==> config.mk <==
export PLATFORM = sky130hd
export DESIGN_NAME = uart_receive_controller
export DESIGN_NICKNAME = d
export VERILOG_FILES = /design/src/rtl/uart_receive_controller.sv
export SDC_FILE = /design/constraint.sdc
export NUM_CORES = 1
export LEC_CHECK = 0
export CAP_MARGIN = 0
export CORE_MARGIN = 8
export CORE_UTILIZATION = 25
export CTS_CLUSTER_DIAMETER = 40
export CTS_CLUSTER_SIZE = 24
export DETAILED_ROUTE_END_ITERATION = 8
export PLACE_DENSITY = 0.53
export SLEW_MARGIN = 20
export SYNTH_ARGS = -nofsm -noshare
export SYNTH_HDL_FRONTEND = slang
export SYNTH_SLANG_ARGS = --single-unit
==> constraint.sdc <==
create_clock -name Clk -period 2 [get_ports Clk]
set_clock_uncertainty 0.1 [all_clocks]
set_input_delay 0.3 -clock Clk [delete_from_list [all_inputs] [get_ports Clk]]
set_output_delay 0.3 -clock Clk [all_outputs]
set_load 0.05 [all_outputs]
==> src/rtl/uart_receive_controller.sv <==
// UART receiver: synchronizes the serial pin, deserializes LSB-first 8N1 frames on the
// shared oversampling tick, and hands bytes out on a valid/ready port with error flags.
module uart_receive_controller #(
    parameter int DATA_BITS  = 8,
    parameter int OVERSAMPLE = 16
) (
    input  logic                 Clk,
    input  logic                 Reset,
    input  logic                 baud_tick,
    input  logic                 UART_RX_I,
    input  logic                 r_ready,
    input  logic                 err_clr,
    output logic [DATA_BITS-1:0] r_data,
    output logic                 r_valid,
    output logic                 frame_err,
    output logic                 overrun,
    output logic                 busy
);
    localparam int TW = $clog2(OVERSAMPLE);
    localparam int BW = $clog2(DATA_BITS + 1);
    localparam logic [TW-1:0] TICK_HALF = TW'(OVERSAMPLE / 2 - 1);
    localparam logic [TW-1:0] TICK_LAST = TW'(OVERSAMPLE - 1);
    localparam logic [BW-1:0] BIT_LAST  = BW'(DATA_BITS - 1);

    typedef enum logic [1:0] {S_RX_IDLE, S_RX_START, S_RX_DATA, S_RX_STOP} state_t;
    state_t state, state_nxt;

    logic                 rx_meta, rx_s, armed;
    logic [TW-1:0]        tick_cnt;
    logic [BW-1:0]        bit_cnt;
    logic [DATA_BITS-1:0] shift_reg;
    logic                 half_hit, full_hit;
    logic                 sample_bit, stop_good, stop_bad, ovr_set;

    assign half_hit = baud_tick && (tick_cnt == TICK_HALF);
    assign full_hit = baud_tick && (tick_cnt == TICK_LAST);
    assign ovr_set  = stop_good && r_valid && !r_ready;

    // Idle-high synchronizer so reset does not look like a start edge.
    always_ff @(posedge Clk or posedge Reset) begin
        if (Reset) begin
            rx_meta <= 1'b1;
            rx_s    <= 1'b1;
        end else begin
            rx_meta <= UART_RX_I;
            rx_s    <= rx_meta;
        end
    end

    always_ff @(posedge Clk or posedge Reset) begin
        if (Reset) state <= S_RX_IDLE;
        else       state <= state_nxt;
    end

    always_comb begin
        state_nxt = state;
        case (state)
            S_RX_IDLE:  if (armed && !rx_s) state_nxt = S_RX_START;
            S_RX_START: if (half_hit) state_nxt = rx_s ? S_RX_IDLE : S_RX_DATA;
            S_RX_DATA:  if (full_hit && bit_cnt == BIT_LAST) state_nxt = S_RX_STOP;
            S_RX_STOP:  if (full_hit) state_nxt = S_RX_IDLE;
            default:    state_nxt = S_RX_IDLE;
        endcase
    end

    always_comb begin
        busy       = (state != S_RX_IDLE);
        sample_bit = (state == S_RX_DATA) && full_hit;
        stop_good  = (state == S_RX_STOP) && full_hit && rx_s;
        stop_bad   = (state == S_RX_STOP) && full_hit && !rx_s;
    end

    // Counters restart on every state change so each phase measures from its own entry.
    always_ff @(posedge Clk or posedge Reset) begin
        if (Reset) begin
            tick_cnt  <= '0;
            bit_cnt   <= '0;
            shift_reg <= '0;
            armed     <= 1'b0;
        end else begin
            if (state_nxt != state)  tick_cnt <= '0;
            else if (baud_tick)      tick_cnt <= tick_cnt + 1'b1;

            if (state_nxt != state)  bit_cnt <= '0;
            else if (sample_bit)     bit_cnt <= bit_cnt + 1'b1;

            if (sample_bit) shift_reg <= {rx_s, shift_reg[DATA_BITS-1:1]};

            // A line that ends a frame low must go high again before the next start.
            if (state == S_RX_STOP && full_hit) armed <= 1'b0;
            else if (state == S_RX_IDLE && rx_s) armed <= 1'b1;
        end
    end

    always_ff @(posedge Clk or posedge Reset) begin
        if (Reset) begin
            r_data  <= '0;
            r_valid <= 1'b0;
        end else if (stop_good && (!r_valid || r_ready)) begin
            r_data  <= shift_reg;
            r_valid <= 1'b1;
        end else if (r_ready) begin
            r_valid <= 1'b0;
        end
    end

    always_ff @(posedge Clk or posedge Reset) begin
        if (Reset) begin
            frame_err <= 1'b0;
            overrun   <= 1'b0;
        end else begin
            frame_err <= stop_bad;
            if (ovr_set)      overrun <= 1'b1;
            else if (err_clr) overrun <= 1'b0;
        end
    end

endmodule
==> impl_metrics.tcl, run 1 <==
set metrics [dict create \
    status "completed" \
    arrival_ns 1.44 \
    worstPathCellList "clkdlybuf4s50_1" \
    hold_buffers 0 \
    num_rows 27 \
    yosys-top-cells-count "dfrtp_1 (30), mux2_2 (16), nor2_1 (10), nand2_1 (6), inv_1 (5)" \
    synth_area_um2 1380 \
    crit_cells 1 \
    hold_viol 0 \
    crit_path_end_kind "output port" \
    startpoint "r_data[6]" \
    grtUsageTotal 0.0688 \
    die_w_um 90.3 \
    crit-reg2reg-launch "tick_cnt[0]" \
    maxCapViolations 0 \
    grt_pass1_wl_um 4520 \
    powerDensity_nw_per_um2 938 \
    place_congestion 0.759 \
    clk_pin_slew_ns 0.07 \
    dp_hpwl_um 1790 \
    synth_top_cell_by_area "dfrtp_1" \
    slew_viol_final 0 \
    synthDistinctLibCells 31 \
    io_pins 18 \
    top_usage_layer "met2" \
    routed_wl_um 2490 \
    ir_worst_vdd_mv 0.400 \
    viasPerCell 4.21 \
    synth_edf_count 0 \
    synthXorXnorAreaFrac 0.0381 \
    drtIter0Drc 25 \
    synth_seq_cells 32 \
    yosysTopAreaCellShare 0.544 \
    worstMarginPinSlew_ns 0.502 \
    use_met2 0.103 \
    clockBufferDepth 2 \
    cts_root_buf "clkbuf_8" \
    cts_tree "done" \
    clk_latency_ns 0.28 \
    synthFlopType "dfrtp_1" \
    start_kind "register" \
    final_core_util 0.335 \
    cts-buffers-inserted 5 \
    grt_overflow 0 \
    clock_sinks 32 \
    crit_family "buffers and inverters" \
    die_h_um 90.3 \
    finalCriticalPeriod_ns 1.84 \
    critical_path_class "register to output port" \
    postCtsSetupBuffers 0 \
    yosys.area_share.simple 0.138 \
    die-area_um2 8150 \
    post-synth-top-count-cell "dfrtp_1" \
    drc 0 \
    crit_buf_inv 1 \
    diodes 0 \
    reg2regPathDepth 6 \
    avgRoutedWirePerCell_um 11.7 \
    hold_start "rx_meta" \
    final-setup-viol-count 0 \
    final.period_utilization 0.921 \
    yosysWarnings 0 \
    syn_nets 118 \
    yosysSeqAreaShare 0.582 \
    critPathMaxStageDelay_ns 0.81 \
    timing.fmax_ghz 0.543 \
    ctsResizeCount 0 \
    synth_compound_area_frac 0.0526 \
    fp.coreArea_um2 5410 \
    htreeDepth 2 \
    n_fill_cell 559 \
    crit_slowest_cell "clkdlybuf4s50_1" \
    rsz0062_at_grt "no" \
    p_leak_nw 0.813 \
    ys_top_cells_by_area "dfrtp_1 (54%), mux2_2 (13%), dfstp_2 (3.8%)" \
    port_buffers 17 \
    first_global_vias 947 \
    antenna_found_initial 0 \
    use_met3 0.0357 \
    synth_top_family_by_area "simple AND/OR/NAND/NOR gates" \
    drive_above_1_share 0.270 \
    fin_ws_ns 0.157 \
    slew_headroom 0.664 \
    grt_use_met1 0.0805 \
    first_pass_iters 4 \
    syn-instance-count 110 \
    worstPathRequired_ns 1.60 \
    grt_max_degree 33 \
    vias 897 \
    synthAdderAreaFrac 0.0181 \
    place_ws_ns -0.0407 \
    synth_area_per_cell_um2 12.5 \
    initial_utilization 0.255 \
    synth.area.mux_share 0.138 \
    holdPathStages 0 \
    synthToLayoutAreaGrowth_pct 31.1 \
    nets 148 \
    crit_fanout 2 \
    antenna_left 0 \
    async_flop_share 1.00 \
    worst_hold_path_type "register to register" \
]
cells in the final DEF (no fill, tap or decap), types with 2 or more instances in the layout:
| cell | instances |
|---|---|
| a21oi_1 | 3 |
| buf_4 | 7 |
| o22ai_1 | 2 |
| mux2_2 | 16 |
| nand2_1 | 6 |
| xnor2_1 | 3 |
| nor3_1 | 2 |
| dfrtp_1 | 30 |
| o21ai_0 | 2 |
| nand4_1 | 4 |
| nand2b_1 | 2 |
| clkdlybuf4s50_1 | 16 |
| ha_1 | 2 |
| inv_1 | 5 |
| dfstp_2 | 2 |
| nor2_1 | 10 |
| clkbuf_8 | 6 |
| a31oi_1 | 2 |
| buf_12 | 3 |
| xor2_1 | 3 |
stage by stage:
stage	instance area (um^2)	cells	setup TNS, ns	hold slack (ns)	total power (W)
after floorplan	1380	110	0	0.204	0.00110
after global placement	1720	205	-0.0909	0.246	0.00120
after detailed placement	1720	205	-0.218	0.251	0.00121
after CTS	1810	213	0	0.261	0.00173
after global routing	1810	213	0	0.264	0.00181
final	1810	213	0	0.259	0.00170
final timing paths:
check                             to  slack (ns)
min reg2reg                     rx_s        0.26
min                             rx_s        0.26
min in group asynchronous  r_data[2]        0.31
max in group asynchronous       rx_s        1.17
max                        r_data[6]        0.16
max reg2reg                r_data[6]        0.20
per-layer routing:
metal,vias up,part of all wire
li1,440,-
met1,437,0.48
met2,18,0.45
met3,2,0.065
met4,0,0.0068
met5,-,0
power breakdown:
| part | internal (W) | switching (W) |
|---|---|---|
| clock network | 0.000279 | 0.000224 |
| logic | 0.000167 | 0.000187 |
| registers | 0.000732 | 0.000107 |
| total | 0.00118 | 0.000518 |
logic make-up (layout without fill, tap and decap cells):
family / Yosys count / in the layout
AOI/OAI and AO/OA: 12 / 12
xor gates and xnor gates: 6 / 6
adders and majority gates: 2 / 2
buffers and inverters: 8 / 39
DFF: 32 / 32
muxes: 17 / 17
and+or+nand+nor: 33 / 33
area by class of cell:
| cell class | count | area, um^2 | area share |
|---|---|---|---|
| Timing Repair Buffer | 26 | 273 | 0.151 |
| Sequential cell | 32 | 803 | 0.444 |
| Clock inverter | 1 | 7.51 | 0.00415 |
| Clock buffer | 7 | 86.3 | 0.0477 |
| Multi-Input combinational cell | 70 | 531 | 0.293 |
| Inverter | 5 | 18.8 | 0.0104 |
| Tap cell | 72 | 90.1 | 0.0498 |
Power figures use the tool's default switching activity.
==> run 2, diff against run 1 <==
--- a/config.mk
+++ b/config.mk
@@ -8,9 +8,11 @@
 export CAP_MARGIN = 0
 export CORE_MARGIN = 8
 export CORE_UTILIZATION = 25
+export CTS_BUF_LIST = sky130_fd_sc_hd__clkbuf_4 sky130_fd_sc_hd__clkbuf_8 sky130_fd_sc_hd__clkbuf_16
 export CTS_CLUSTER_DIAMETER = 40
 export CTS_CLUSTER_SIZE = 24
 export DETAILED_ROUTE_END_ITERATION = 8
+export GPL_ROUTABILITY_DRIVEN = 0
 export PLACE_DENSITY = 0.53
 export SLEW_MARGIN = 20
 export SYNTH_ARGS = -nofsm -noshare
==> run 2 against run 1 <==
Against the previous run:
- register-to-register slack is essentially flat
- largest power group unchanged
- critical path type unchanged
- via count grew 0.33%
- sequential share of layout area shrank 0.092 points
- die area is the same
- utilization grew 0.070 points
- critical endpoint unchanged
- cell count is the same
==> impl_metrics.tcl, run 2 (synthesis gave the netlist of run 1 again) <==
set metrics [dict create \
    crit_path_end_kind "output port" \
    final_core_util 0.335 \
    p_leak_nw 0.816 \
    first_global_vias 947 \
    crit_family "buffers and inverters" \
    cts-buffers-inserted 5 \
    layout_commonest_cell "dfrtp_1" \
    multiInputGateArea_um2 531 \
    worstMarginPinSlew_ns 0.502 \
    crit_slowest_cell "clkdlybuf4s50_1" \
    final-setup-viol-count 0 \
    num_rows 27 \
    drc 0 \
    grt_pass1_wl_um 4520 \
    register_area_um2 803 \
    p_total_w 0.00171 \
    arrival_ns 1.44 \
    status "completed" \
    clk_pin_slew_ns 0.07 \
    fp.coreArea_um2 5410 \
    die-area_um2 8150 \
    rsz0062_at_grt "no" \
    slew_viol_final 0 \
    diodes 0 \
    vias 900 \
    drtIter0Drc 25 \
    drive_above_1_share 0.277 \
    antenna_found_initial 0 \
    start_kind "register" \
    critPathMaxStageDelay_ns 0.81 \
    n_fill_cell 559 \
    powerDensity_nw_per_um2 943 \
    worst_hold_path_type "register to register" \
    crit_buf_inv 1 \
    first_pass_iters 4 \
    die_h_um 90.3 \
    postCtsSetupBuffers 0 \
    clockBufferDepth 2 \
    hold_buffers 0 \
    maxCapViolations 0 \
    initial_utilization 0.255 \
    fin_hold_ws_ns 0.259 \
    grt_overflow 0 \
    dp_hpwl_um 1790 \
    ir_worst_vdd_mv 0.400 \
    htreeDepth 2 \
    crit_fanout 2 \
    antenna_left 0 \
    slew_headroom 0.664 \
    worstPathRequired_ns 1.60 \
    synthToLayoutAreaGrowth_pct 31.4 \
    hold_viol 0 \
    ctsResizeCount 0 \
    grt_max_degree 33 \
    routed_wl_um 2490 \
    clock_sinks 32 \
    grtUsageTotal 0.0688 \
    clk_latency_ns 0.28 \
    cts_root_buf "clkbuf_8" \
    die_w_um 90.3 \
    critical_path_class "register to output port" \
    worstPathCellList "clkdlybuf4s50_1" \
    final.period_utilization 0.921 \
    viasPerCell 4.23 \
    nets 148 \
    finalCriticalPeriod_ns 1.84 \
    port_buffers 17 \
    avgRoutedWirePerCell_um 11.7 \
    cts_tree "done" \
    final_cell_mix "dfrtp_1 (30), mux2_2 (16), clkdlybuf4s50_1 (16)" \
    io_pins 18 \
    timing.fmax_ghz 0.543 \
]
run 2: cell counts in the layout (fill, tap and decap cells not counted):
No cell type changed its count.
run 2: worst register-to-register path, cell delays in order (launching register included):
cell and delay (ns):
dfrtp_1 0.38, ha_1 0.20, and3_1 0.24, nand4_4 0.12, nor2b_2 0.18, buf_12 0.14, mux2_2 0.34
run 2: per-layer routing:
| metal | part of all wire | vias to the layer above | global-route usage |
|---|---|---|---|
| li1 | - | 440 | - |
| met1 | 0.47 | 440 | 0.0805 |
| met2 | 0.45 | 18 | 0.103 |
| met3 | 0.065 | 2 | 0.0357 |
| met4 | 0.0068 | 0 | 0.0291 |
| met5 | 0 | - | 0 |
run 2: path summary, 6_finish.rpt:
check / endpoint / slack [ns] / from / depth (start not counted)
worst max-delay path: r_data[6] / 0.16 / r_data[6] / 1
worst min-delay path: rx_s / 0.26 / rx_meta / 0
worst max register to register: r_data[6] / 0.20 / tick_cnt[0] / 6
worst min register to register: rx_s / 0.26 / rx_meta / 0
max in group asynchronous: rx_s / 1.17 / Reset / 3
min in group asynchronous: r_data[2] / 0.31 / Reset / 3
run 2: where the power goes:
part           internal (W)  leakage, nW  total [W]  switching, W
Clock              0.000293       0.0479   0.000516      0.000224
Sequential         0.000732        0.420   0.000840      0.000107
Combinational      0.000167        0.348   0.000354      0.000187
run 2: area by class of cell:
class / instances / area share
clock buffer: 7 / 0.0497
clock inverter: 1 / 0.00414
inverter: 5 / 0.0104
multi-input combinational: 70 / 0.293
sequential: 32 / 0.443
tap: 72 / 0.0497
timing repair buffer: 26 / 0.150
run 2: per-stage QoR:
stage	cells	cell area (um^2)	worst slack [ns]	TNS [ns]
6_report	213	1810	0.158	0
5_1_grt	213	1810	0.0909	0
4_1_cts	213	1810	0.133	0
3_5_place_dp	205	1720	-0.0407	-0.218
3_3_place_gp	205	1720	-0.0155	-0.0909
2_1_floorplan	110	1380	0.299	0
